[src/rtl/mem_sched_pkg.sv]
// mem_sched_pkg: state, command and direction encodings shared by the scheduler
// Exposes state_t (C_S codes), cmd_t (DDR command codes) and RD_OP/WR_OP.
package mem_sched_pkg;
  typedef enum logic [3:0] {
    IDLE   = 4'd0,
    POP    = 4'd1,
    DECODE = 4'd2,
    PRE    = 4'd3,
    ACT    = 4'd4,
    ISSUE  = 4'd5
  } state_t;
  typedef enum logic [2:0] {
    CMD_NOP = 3'd0,
    CMD_ACT = 3'd1,
    CMD_PRE = 3'd2,
    CMD_RD  = 3'd3,
    CMD_WR  = 3'd4
  } cmd_t;
  localparam logic RD_OP = 1'b0;
  localparam logic WR_OP = 1'b1;
endpackage

[src/rtl/mem_sched_top_bank_table.sv]
// bank_table: per-bank open-row tracker for the open-page scheduler
// Ports: clk, rst; bank/row lookup key; set_open (open bank with row),
// set_close (close bank); hit, conflict, closed describe the looked-up bank.
module bank_table #(
  parameter int BANK_W = 3,
  parameter int ROW_W  = 19
) (
  input  logic              clk,
  input  logic              rst,
  input  logic [BANK_W-1:0] bank,
  input  logic [ROW_W-1:0]  row,
  input  logic              set_open,
  input  logic              set_close,
  output logic              hit,
  output logic              conflict,
  output logic              closed
);
  localparam int NB = 2**BANK_W;
  logic [NB-1:0]    is_open;
  logic [ROW_W-1:0] rows [NB];
  always_ff @(posedge clk)
    if (rst) begin
      is_open <= '0;
      rows    <= '{default: '0};
    end else if (set_open) begin
      is_open[bank] <= 1'b1;
      rows[bank]    <= row;
    end else if (set_close)
      is_open[bank] <= 1'b0;
  always_comb begin
    closed   = !is_open[bank];
    hit      = is_open[bank] && rows[bank] == row;
    conflict = is_open[bank] && rows[bank] != row;
  end
endmodule

[src/rtl/mem_sched_top.sv]
// mem_sched_top: read/write arbiter with per-bank open-row PRE/ACT/RD/WR sequencing
// Ports: clk, rst; rd_adrs/wr_adrs queue heads with rd_mt/wr_mt empty flags;
// q_busy back-pressure; rd_en/wr_en pops; rw direction; valid RD/WR strobe;
// cmd command code; C_S state code; adrs_out latched request address.
import mem_sched_pkg::*;
module mem_sched_top #(
  parameter int ADDR_W   = 32,
  parameter int COL_W    = 10,
  parameter int BANK_W   = 3,
  parameter int T_ACT    = 8,
  parameter int T_PRE    = 8,
  parameter int RW_LIMIT = 4
) (
  input  logic              clk,
  input  logic              rst,
  input  logic [ADDR_W-1:0] rd_adrs,
  input  logic [ADDR_W-1:0] wr_adrs,
  input  logic              rd_mt,
  input  logic              wr_mt,
  input  logic              q_busy,
  output logic              rd_en,
  output logic              wr_en,
  output logic              rw,
  output logic              valid,
  output logic [2:0]        cmd,
  output logic [3:0]        C_S,
  output logic [ADDR_W-1:0] adrs_out
);
  localparam int ROW_W = ADDR_W - COL_W - BANK_W;
  localparam int TMAX  = T_ACT > T_PRE ? T_ACT : T_PRE;
  localparam int TW    = $clog2(TMAX + 1);
  localparam int SW    = $clog2(RW_LIMIT + 1);
  localparam logic [TW-1:0] PRE_LD = TW'(T_PRE - 1);
  localparam logic [TW-1:0] ACT_LD = TW'(T_ACT - 1);
  localparam logic [SW-1:0] LIM    = SW'(RW_LIMIT);
  state_t        state, nxt;
  logic          op, nxt_op, last_op;
  logic [SW-1:0] streak;
  logic [TW-1:0] timer;
  logic          hit, conflict, closed, pre_first, act_first;
  // The timer is loaded on entry, so its load value marks the first cycle.
  assign pre_first = state == PRE && timer == PRE_LD;
  assign act_first = state == ACT && timer == ACT_LD;
  // Stick with the last direction until the streak hits the limit, then yield.
  assign nxt_op = rd_mt ? WR_OP : wr_mt ? RD_OP : (streak < LIM ? last_op : ~last_op);
  bank_table #(.BANK_W(BANK_W), .ROW_W(ROW_W)) u_bank_table (
    .clk      (clk),
    .rst      (rst),
    .bank     (adrs_out[COL_W+BANK_W-1:COL_W]),
    .row      (adrs_out[ADDR_W-1:COL_W+BANK_W]),
    .set_open (act_first),
    .set_close(pre_first),
    .hit      (hit),
    .conflict (conflict),
    .closed   (closed)
  );
  always_ff @(posedge clk)
    if (rst) state <= IDLE;
    else state <= nxt;
  always_comb begin
    nxt = state;
    case (state)
      IDLE:    nxt = (rd_mt && wr_mt) ? IDLE : POP;
      POP:     nxt = DECODE;
      DECODE:  nxt = hit ? ISSUE : closed ? ACT : conflict ? PRE : DECODE;
      PRE:     nxt = timer == '0 ? ACT : PRE;
      ACT:     nxt = timer == '0 ? ISSUE : ACT;
      ISSUE:   nxt = q_busy ? ISSUE : IDLE;
      default: nxt = IDLE;
    endcase
  end
  always_comb begin
    rd_en = state == POP && op == RD_OP;
    wr_en = state == POP && op == WR_OP;
    rw    = state != IDLE && op;
    valid = state == ISSUE && !q_busy;
    cmd   = pre_first ? CMD_PRE : act_first ? CMD_ACT : valid ? (op ? CMD_WR : CMD_RD) : CMD_NOP;
    C_S   = state;
  end
  always_ff @(posedge clk)
    if (rst) begin
      op       <= RD_OP;
      last_op  <= RD_OP;
      streak   <= '0;
      timer    <= '0;
      adrs_out <= '0;
    end else begin
      if (state == IDLE) op <= nxt_op;
      if (state == POP) begin
        adrs_out <= op ? wr_adrs : rd_adrs;
        last_op  <= op;
        streak   <= op != last_op ? SW'(1) : streak == LIM ? streak : streak + 1'b1;
      end
      timer <= (nxt == PRE && state != PRE) ? PRE_LD :
               (nxt == ACT && state != ACT) ? ACT_LD :
               timer == '0 ? timer : timer - 1'b1;
    end
endmodule
[config.mk]
export PLATFORM = sky130hd
export DESIGN_NAME = mem_sched_top
export DESIGN_NICKNAME = d
export VERILOG_FILES = /design/src/rtl/mem_sched_pkg.sv /design/src/rtl/mem_sched_top_bank_table.sv /design/src/rtl/mem_sched_top.sv
export SDC_FILE = /design/constraint.sdc
export NUM_CORES = 1
export LEC_CHECK = 0
export CAP_MARGIN = 5
export CORE_UTILIZATION = 47
export CTS_CLUSTER_DIAMETER = 30
export CTS_CLUSTER_SIZE = 10
export DETAILED_ROUTE_END_ITERATION = 10
export MAX_ROUTING_LAYER = met4
export PLACE_DENSITY = 0.8
export SYNTH_ARGS = -nofsm -noshare
export SYNTH_HDL_FRONTEND = slang
export SYNTH_SLANG_ARGS = --single-unit
[constraint.sdc]
create_clock -name clk -period 4.2 [get_ports clk]
set_clock_uncertainty 0.05 [all_clocks]
set_input_delay 0.63 -clock clk [delete_from_list [all_inputs] [get_ports clk]]
set_output_delay 0.63 -clock clk [all_outputs]
set_load 0.05 [all_outputs]
==> results.txt <==
Setup-failing EPs final = 0
Vias in the first global route = 7834
Area Overhead vs Synth = 25.93%
Die area = 0.02048 mm2
Total CTS buffers = 36
Synth top area share = 0.4364
RSZ-0062 raised after global routing = no
Pwr dens = 549.3 mW/mm2
Initial antenna violation count = 1
Max-cap viol count = 0
CP Cell Sequence = nand2b_1, or2_2, o21ai_0, clkdlybuf4s50_1
Die W = 143.1 um
Total power = 0.006473 W
Global-route wire length before repair = 40200 um
Peak VDD IR = 0.0004783 V
Final ANT Viol Nets = 0
Core footprint = 0.01946 mm2
Library cells used by synthesis = 54
Post-CTS Setup Bufs = 0
Synth area leader = dfxtp_1
Largest net degree at the start of global routing = 112
Ys flop type = dfxtp_1
Synth Cell Area = 0.009358 mm2
Starting density of the core = 0.4808
Hold Crit Class = reg2reg
CP required = 3.52 ns
# DRC = 0
Critical Path End Type = output port
Max Root-Sink Buffers = 3
Fin crit share = 0.7935
Clock sinks = 204
Clk Tree Root Cell = clkbuf_16
Layout Nets = 1214
Leak = 4.025 nW
Die Y = 143.1 um
Final min period = 3.333 ns
Highest clock rate = 0.3001 GHz
Post-synth EDFFs = 0
Worst-path fanout max = 16
Pins over their slew limit = 0
H-tree levels = 2
Syn nets = 1141
Final-report hold violation count = 0
Routability cong. = 0.8510
Via Count = 8097
Final Cell Area = 0.01178 mm2
Worst slew margin = 0.2763
Worst setup path category = reg2out
Layout cells sized above 1 = 0.1097
Wire per inst = 17.55 um
Crit path buf inv count = 1
Setup TNS = 0 ns
Total track usage = 0.2599
Top cells by area, synth = dfxtp_1, mux2i_1, nand2_1
# fillers = 1610
PortBufs = 110
CP peak stage delay = 0.84 ns
Run status = finished clean
WP data arrival = 2.65 ns
Synthesized area per cell = 8.770 um2
Crit-path leading delay family = buffers and inverters
Std-Cell Rows = 51
GR Overflow Total = 0
Post-DP HPWL = 15700 um
Most common cell after layout, fill and taps aside = nand2_1
Total length of routed wires = 25160 um
Hold_buf cts = 0
Detailed Route Iter0 Violations = 644
Area of the multi-input gates = 0.004776 mm2
Cells after Synth = 1067
Worst-path clk slew = 0.05 ns
Reg area = 0.004089 mm2
Post-cts sizing count = 0
Seq/Total Area, Yosys = 0.4364
First-pass iteration count of the detailed router = 5
Ports = 112
Worst-margin pin slew = 1.082 ns
Synth Register Bits = 204
CP max stage cell = clkdlybuf4s50_1
Commonest non-fill, non-tap cells in the layout = nand2_1, dfxtp_1, mux2i_1
CTS tree = done
YS warnings = 0
CP startpoint kind = flip-flop
Dpl cell area = 0.01052 mm2
Async SR Flop Fraction = 0
Via density = 5.650
Later-pin clock latency in the skew report = 0.51 ns
per-layer routing:
layer  track usage  vias to the layer above  routed length, um
met5             -                        -                  0
met4        0.1228                        0                867
met3       0.04427                       71               1974
met2        0.4175                      406              12030
met1        0.3172                     3788              10290
li1              -                     3832                  -
synth_stat cells (all sizes together), types with 6 or more instances:
library cell and count:
mux2 9, nand2 207, a22oi 7, dfxtp 204, a211oi 37, nor2 118
buf 37, clkbuf 60, mux2i 124, o21ai 12, a21oi 117, nor3 8
mux4 17, xnor2 14, a221oi 7, xor2 6, inv 12
worst register-to-register path, cell delays in order, from the launching register on:
cell	delay (ns)
dfxtp_2	0.62
buf_4	0.36
inv_1	0.18
a221oi_1	0.33
o22ai_1	0.16
xor2_1	0.18
nor4_1	0.50
and4_1	0.48
o32ai_1	0.15
report_power, final:
part | total [W] | internal, W | switching (W)
combinational | 0.00125 | 0.000497 | 0.000750
sequential | 0.00225 | 0.00203 | 0.000222
clock | 0.00297 | 0.00198 | 0.000992
total | 0.00647 | 0.00451 | 0.00196
metrics by stage:
| step | hold WS [ns] | cells | utilization | worst slack [ns] |
|---|---|---|---|---|
| 6_report | 0.4004 | 1433 | 0.6055 | 0.8674 |
| 5_1_grt | 0.4155 | 1433 | 0.6055 | 0.6813 |
| 4_1_cts | 0.4023 | 1432 | 0.6053 | 0.8803 |
| 3_5_place_dp | 0.3953 | 1367 | 0.5406 | 0.9774 |
| 3_3_place_gp | 0.3872 | 1367 | 0.5406 | 1.005 |
| 2_1_floorplan | 0.3817 | 1067 | - | 1.172 |
layout make-up:
type	count	share of cell area
diodes	1	0.0002124
clock buffers	45	0.08717
clock inverters	20	0.01975
inverters	12	0.003822
multi-input cells	754	0.4053
flip-flops and latches	204	0.3470
well taps	265	0.02814
repair buffers	132	0.1086
logic make-up after synthesis:
family,share of synthesized area
other,0.0004007
XOR/XNOR,0.01872
adder cells (fa/ha/maj),0.006685
multiplexers,0.1856
flip-flops,0.4364
AND/OR/NAND/NOR,0.1643
buffers and inverters,0.05415
AO/OA/AOI/OAI,0.1337
worst paths after layout:
path / start / end / slack [ns] / cells after the start
setup reg to reg: adrs_out[10] / C_S[1] / 1.03 / 8
setup / recovery: C_S[0] / cmd[0] / 0.87 / 4
hold / removal: u_bank_table.rows[146] / u_bank_table.rows[146] / 0.40 / 2
hold reg to reg: u_bank_table.rows[146] / u_bank_table.rows[146] / 0.40 / 2
sequential cells by signal (all words and copies together), names as in the netlist, named ones only:
register and cells:
C_S 3, adrs_out 32, last_op 1, op 1, streak 3, timer 4, u_bank_table.rows 152
Note: power is estimated with default switching activity, not from simulation.
